--- src/rtl/beam_thresh_sequencer.sv ---
// beam_thresh_sequencer
// Holds a shadow copy of every beam's {B,A} 18-bit threshold pair and, on
// request, shifts the whole store into the beamformer threshold cascade
// (highest beam first), then issues one commit strobe for the selected halves.
// Optional feature macro: THRESH_READBACK_EN adds a registered host readback
// port; when it is undefined rd_data_o is tied to zero.
module beam_thresh_sequencer #(
   parameter int          NBEAMS         = 2,
   parameter logic [17:0] THRESH_DEFAULT = 18'h3FFFF
) (
   input  logic                        clk_i,
   input  logic                        rst_i,
   input  logic                        thr_wr_i,
   input  logic [$clog2(NBEAMS)-1:0]   thr_addr_i,
   input  logic [35:0]                 thr_data_i,
   input  logic                        start_i,
   input  logic [1:0]                  mask_i,
   input  logic [$clog2(NBEAMS)-1:0]   rd_addr_i,
   output logic [35:0]                 rd_data_o,
   output logic [35:0]                 thresh_o,
   output logic [1:0]                  thresh_wr_o,
   output logic [1:0]                  thresh_update_o,
   output logic                        busy_o,
   output logic                        done_o,
   output logic                        wr_err_o
);

   localparam int            AW       = $clog2(NBEAMS);
   localparam logic [AW-1:0] LAST_IDX = AW'(NBEAMS - 1);
   localparam logic [AW:0]   NB_W     = (AW + 1)'(NBEAMS);

   typedef enum logic [1:0] {
      ST_IDLE   = 2'd0,
      ST_LOAD   = 2'd1,
      ST_UPDATE = 2'd2,
      ST_DONE   = 2'd3
   } state_t;

   state_t        state_q, state_d;
   logic [AW-1:0] idx_q, idx_d;
   logic [1:0]    mask_q, mask_d;

   logic [35:0]   shadow_q [NBEAMS];

   logic          in_idle, wr_addr_ok, wr_ok, wr_drop, start_ok;
   logic [35:0]   load_data;
   logic [35:0]   thresh_d;
   logic [1:0]    thresh_wr_d, thresh_update_d;
   logic          busy_d, done_d, wr_err_d;
   logic          wr_err_q;

   // Write acceptance, error flag and next cascade word
   always_comb begin
      in_idle    = (state_q == ST_IDLE);
      wr_addr_ok = ({1'b0, thr_addr_i} < NB_W);
      wr_ok      = thr_wr_i && in_idle && wr_addr_ok;
      wr_drop    = thr_wr_i && !wr_ok;
      start_ok   = start_i && in_idle;
      // an error in the start cycle wins over the clear
      wr_err_d   = wr_drop | (wr_err_q & ~start_ok);
      // forward a same-cycle write so it is part of the sequence it starts with
      if (wr_ok && (thr_addr_i == idx_d))
         load_data = thr_data_i;
      else
         load_data = shadow_q[idx_d];
   end

   // Shadow threshold store, one register per beam
   for (genvar gi = 0; gi < NBEAMS; gi++) begin : g_shadow
      // Host write into this beam's entry
      always_ff @(posedge clk_i or posedge rst_i) begin
         if (rst_i)
            shadow_q[gi] <= {THRESH_DEFAULT, THRESH_DEFAULT};
         else if (wr_ok && (thr_addr_i == AW'(gi)))
            shadow_q[gi] <= thr_data_i;
      end
   end

   // Next-state logic and output values for the coming state
   always_comb begin
      state_d = state_q;
      idx_d   = idx_q;
      mask_d  = mask_q;
      case (state_q)
         ST_IDLE: begin
            if (start_i) begin
               if (mask_i != 2'b00) begin
                  state_d = ST_LOAD;
                  idx_d   = LAST_IDX;
                  mask_d  = mask_i;
               end else begin
                  state_d = ST_DONE;
               end
            end
         end
         ST_LOAD: begin
            if (idx_q == '0)
               state_d = ST_UPDATE;
            else
               idx_d = idx_q - 1'b1;
         end
         ST_UPDATE: state_d = ST_DONE;
         ST_DONE:   state_d = ST_IDLE;
         default:   state_d = ST_IDLE;
      endcase

      thresh_d        = (state_d == ST_LOAD)   ? load_data : 36'd0;
      thresh_wr_d     = (state_d == ST_LOAD)   ? mask_d    : 2'b00;
      thresh_update_d = (state_d == ST_UPDATE) ? mask_d    : 2'b00;
      busy_d          = (state_d != ST_IDLE);
      done_d          = (state_d == ST_DONE);
   end

   // State register plus registered outputs
   always_ff @(posedge clk_i or posedge rst_i) begin
      if (rst_i) begin
         state_q         <= ST_IDLE;
         idx_q           <= '0;
         mask_q          <= 2'b00;
         thresh_o        <= 36'd0;
         thresh_wr_o     <= 2'b00;
         thresh_update_o <= 2'b00;
         busy_o          <= 1'b0;
         done_o          <= 1'b0;
         wr_err_q        <= 1'b0;
      end else begin
         state_q         <= state_d;
         idx_q           <= idx_d;
         mask_q          <= mask_d;
         thresh_o        <= thresh_d;
         thresh_wr_o     <= thresh_wr_d;
         thresh_update_o <= thresh_update_d;
         busy_o          <= busy_d;
         done_o          <= done_d;
         wr_err_q        <= wr_err_d;
      end
   end

   assign wr_err_o = wr_err_q;

`ifdef THRESH_READBACK_EN
   logic        rd_addr_ok;
   logic [35:0] rd_data_q;

   // Range check for the readback index
   always_comb begin
      rd_addr_ok = ({1'b0, rd_addr_i} < NB_W);
   end

   // Registered readback of the shadow store
   always_ff @(posedge clk_i or posedge rst_i) begin
      if (rst_i)
         rd_data_q <= 36'd0;
      else
         rd_data_q <= rd_addr_ok ? shadow_q[rd_addr_i] : 36'd0;
   end

   assign rd_data_o = rd_data_q;
`else
   logic unused_rd_addr;
   assign unused_rd_addr = ^rd_addr_i;
   assign rd_data_o      = 36'd0;
`endif

endmodule

--- config.mk ---
export PLATFORM = sky130hd
export DESIGN_NAME = beam_thresh_sequencer
export DESIGN_NICKNAME = d
export VERILOG_FILES = /design/src/rtl/beam_thresh_sequencer.sv
export SDC_FILE = /design/constraint.sdc
export NUM_CORES = 1
export LEC_CHECK = 0
export ABC_AREA = 1
export BUFFER_PORTS_ARGS = -buffer_cell sky130_fd_sc_hd__buf_2
export CORE_UTILIZATION = 40
export DETAILED_ROUTE_END_ITERATION = 8
export SKIP_CTS_REPAIR_TIMING = 1
export SLEW_MARGIN = 10
export SYNTH_ARGS = -nofsm -noshare
export SYNTH_HDL_FRONTEND = slang
export SYNTH_SLANG_ARGS = --single-unit
--- constraint.sdc ---
create_clock -name clk_i -period 4.4 [get_ports clk_i]
set_clock_uncertainty 0.15 [all_clocks]
set_input_delay 0 -clock clk_i [delete_from_list [all_inputs] [get_ports clk_i]]
set_output_delay 0 -clock clk_i [all_outputs]
set_load 0.02 [all_outputs]
==> metrics.md <==
| Metric | Value |
|---|---|
| Register area share after synthesis | between 50 and 60% |
| Initial antenna violation count | 0 |
| Fmax | about 330 MHz |
| Largest net degree at the start of global routing | 73 |
| Total of fill cells in the finished design | 1484 |
| Req. time, crit path | 4.57 ns |
| EDFF count, synth | 0 |
| Top cell type's share of synthesized area | 31.77% |
| TNS Setup | 0 ns |
| Status | finished, final reports clean |
| Seq. cell area | 3093 sq um |
| Layout cell share with drive strength beyond 1 | between 20% and 30% |
| GR Overflow Total | 0 |
| Final Cell Area | 7293 sq um |
| DR DRC count | 0 |
| CTS tree | built |
| #FFs+latches synth | between 100 and 150 |
| Vias | around 4900 |
| Leakage | 0.003933 uW |
| Pre-CTS setup slack | 1.323 ns |
| # nets final | 910 |
| RePlAce Congestion | 0.7191 |
| Worst path most repeated cell | nand2_2 |
| Critical path startpoint | state_q[1]$_DFF_PP0_ |
| Critical Path Slowest Stage Cell | nand2_2 |
| Iter 0 DRT Violations | 286 |
| Inserted Clock Buffers | 17 |
| Cells after Synth | around 750 |
| Die H | 124.0 um |
| Multi-input gate area | roughly 2000 sq um |
| Critical path endpoint category | flop |
| Cell with the most instances after synthesis | nand2_1 |
| Row cnt | 44 |
| Final Hold Vio Count | 0 |
| CP peak stage delay | between 0.6 and 0.7 ns |
| XOR/XNOR Fraction of Synth Area | 0% |
| Wire per inst | approximately 13 um |
| Most used DFF post-synth | dfstp_2 |
| Post-synth top cells | 227 x nand2_1, 125 x inv_1, 72 x dfstp_2, 72 x o21ai_0, 48 x dfrtp_1 |
| Syn Area/Cell | 7.908 sq um |
| R2r startpoint | state_q[1]$_DFF_PP0_ |
| Arr. time, crit path | between 3 and 4 ns |
| Worst r2r path cells | 9 |
| RSZ-0062 raised after global routing | no |
| First-pass GRT wire length | 21.07 mm |
| Die area | 15380 sq um |
| Yosys warns | 0 |
| Crit path capture | thresh_o[20]$_DFF_PP0_ |
| Clock latency on the worst-skew pair | 0.41 ns |
| Worst path bufs/invs | 2 |
| Power Density | 709.6 nW/um^2 |
| Relative slew slack | 33.92% |
| Tcrit/Tclk final | 69.39% |
| Core area | 14530 sq um |
| Vias per cell | between 4 and 5 |
| Hold Crit Class | in2reg |
| Sink Count | 120 |
| Initial Util | 40.97% |
| Crit-path leading delay family | simple AND/OR/NAND/NOR gates |
| Pre-Repair DR Iteration Count | 5 |
| Syn Std Cell Area | ~6000 sq um |
| Power Total | 5176 uW |
| Synth Area in Compound Gates | 6.535% |
| Flop2flop setup slack | about 1.3 ns |
| Clk buf depth | 2 |
| Synth area leaders | dfstp_2 32%, dfrtp_1 20%, nand2_1 14% |
| Netlist cell types | 21 |
| Cell Chain, Critical Path | nor2_2 -> nand3_2 -> buf_4 -> nand2_2 -> nand2_2 -> nand3_4 -> nand2_1 -> inv_1 -> nor2_1 |
| Layout area overhead | 22.48% |
| Final worst-path setup slack | about 1.3 ns |
| Post-Layout Cell Count | 1063 |
| Ports | roughly 120 |
| Die X | 124.0 um |
| GRT Total Usage | 18.41% |
| Max cap viols | 0 |
| Final worst path period need | roughly 3.1 ns |
| Simple-Gate Fraction of Synth Area | 25.30% |
| Async S/R FF share, synth | 100.0% |
| Cell taking the most area after synthesis | dfstp_2 |
| WS Path Type | reg2reg |
| Placed cell count | 987 |
| CTS root buffer | clkbuf_16 |
| Worst R2R End | thresh_o[20]$_DFF_PP0_ |
| CP Launch Type | flop |
| Diode count | 0 |
| Max VDD drop | about 0.36 mV |
| Setup violations, final | 0 |
| Largest family of logic cells by synthesized area | simple AND/OR/NAND/NOR gates |
| Adder-cell share of the synthesized area | 0% |
| Vias in the first global route | 4051 |
| Post-synthesis mux area share | 0% |
| Tightest Pin Transition | 0.9889 ns |
| H-tree levels | 4 |
| CP max FO | 38 |
| Dpl hpwl | 7.490 mm |
| Max-slew violations | 0 |
| Crit. path cell count | 9 |
| Detail Route Antenna Nets | 0 |
| Placed cell areas | between 6000 and 7000 sq um |
| Reg clk slew, reported paths | ~0.050 ns |
| I/O Buffers | 85 |
| Post-Route WL | 13.62 mm |
cell type report:
cell class / instances / area share (%)
tap: 184 / 3.157
clock inverter: 3 / 0.2059
inverter: 126 / 6.519
multi-input combinational: 464 / 28.02
clock buffer: 29 / 6.999
sequential: 120 / 42.41
timing repair buffer: 137 / 12.70
stage by stage:
stage	utilization (%)	hold WS (ns)
CTS	47.15	-0.3421
global route	50.18	0.1089
detailed placement	43.53	0.09598
floorplan	-	-0.01666
global placement	43.53	0.08868
finish	50.18	0.04496
state kept, by name, indices dropped and copies added (netlist names):
| register | flops |
|---|---|
| busy_o | 1 |
| done_o | 1 |
| idx_q | 1 |
| mask_q | 2 |
| shadow_q | 72 |
| state_q | 2 |
| thresh_o | 36 |
| thresh_update_o | 2 |
| thresh_wr_o | 2 |
| wr_err_o | 1 |
power breakdown:
| group | total [uW] | internal [uW] | switching, uW |
|---|---|---|---|
| Clock | 1220 | 775 | 446 |
| Sequential | 1940 | 1750 | 187 |
| Combinational | 2010 | 685 | 1330 |
| Total | 5180 | 3210 | 1960 |
per-layer routing:
| layer | vias up | global-route usage [%] | part of all wire (%) |
|---|---|---|---|
| met4 | 0 | 6.473 | 0.96 |
| met5 | - | 0 | 0 |
| met3 | 10 | 4.899 | 4.0 |
| met2 | 126 | 28.65 | 48 |
| met1 | 2261 | 24.66 | 47 |
| li1 | 2461 | - | - |
cells by family after synthesis:
kind of cell | Yosys count
AOI/OAI and AO/OA | 77
buffers and inverters | 204
DFF | 120
other | 1
and+or+nand+nor | 351
worst min path at each step:
stage,start,to,depth (start not counted),slack (ns)
2_1_floorplan,thr_data_i[30],shadow_q[30]$_DFFE_PP1P_,2,-0.02
3_3_place_gp,rst_i,thresh_o[28]$_DFF_PP0_,2,0.09
3_5_place_dp,rst_i,thresh_o[28]$_DFF_PP0_,2,0.1
4_1_cts,rst_i,thresh_update_o[0]$_DFF_PP0_,2,-0.34
5_1_grt,thr_addr_i,shadow_q[11]$_DFFE_PP1P_,4,0.11
6_report,thr_addr_i,shadow_q[7]$_DFFE_PP1P_,4,0.04
worst min-delay path: cells and delay by family:
family	cells	cell delay, ns
AND/OR/NAND/NOR	2	0.39
buffers and inverters	1	0.13
AO/OA/AOI/OAI	1	0.07
cells in the final DEF (no fill, tap or decap), drive strengths merged, types with 29 or more instances in the layout:
| cell type | netlist | layout |
|---|---|---|
| dlygate4sd3 | 0 | 44 |
| nor2 | 46 | 46 |
| o21ai | 73 | 73 |
| buf | 60 | 93 |
| inv | 126 | 126 |
| dfrtp | 48 | 48 |
| nand4 | 37 | 37 |
| conb | 1 | 36 |
| nand3 | 39 | 39 |
| dfstp | 72 | 72 |
| clkbuf | 18 | 29 |
| nand2 | 229 | 229 |
Note: power is estimated with default switching activity, not from simulation.
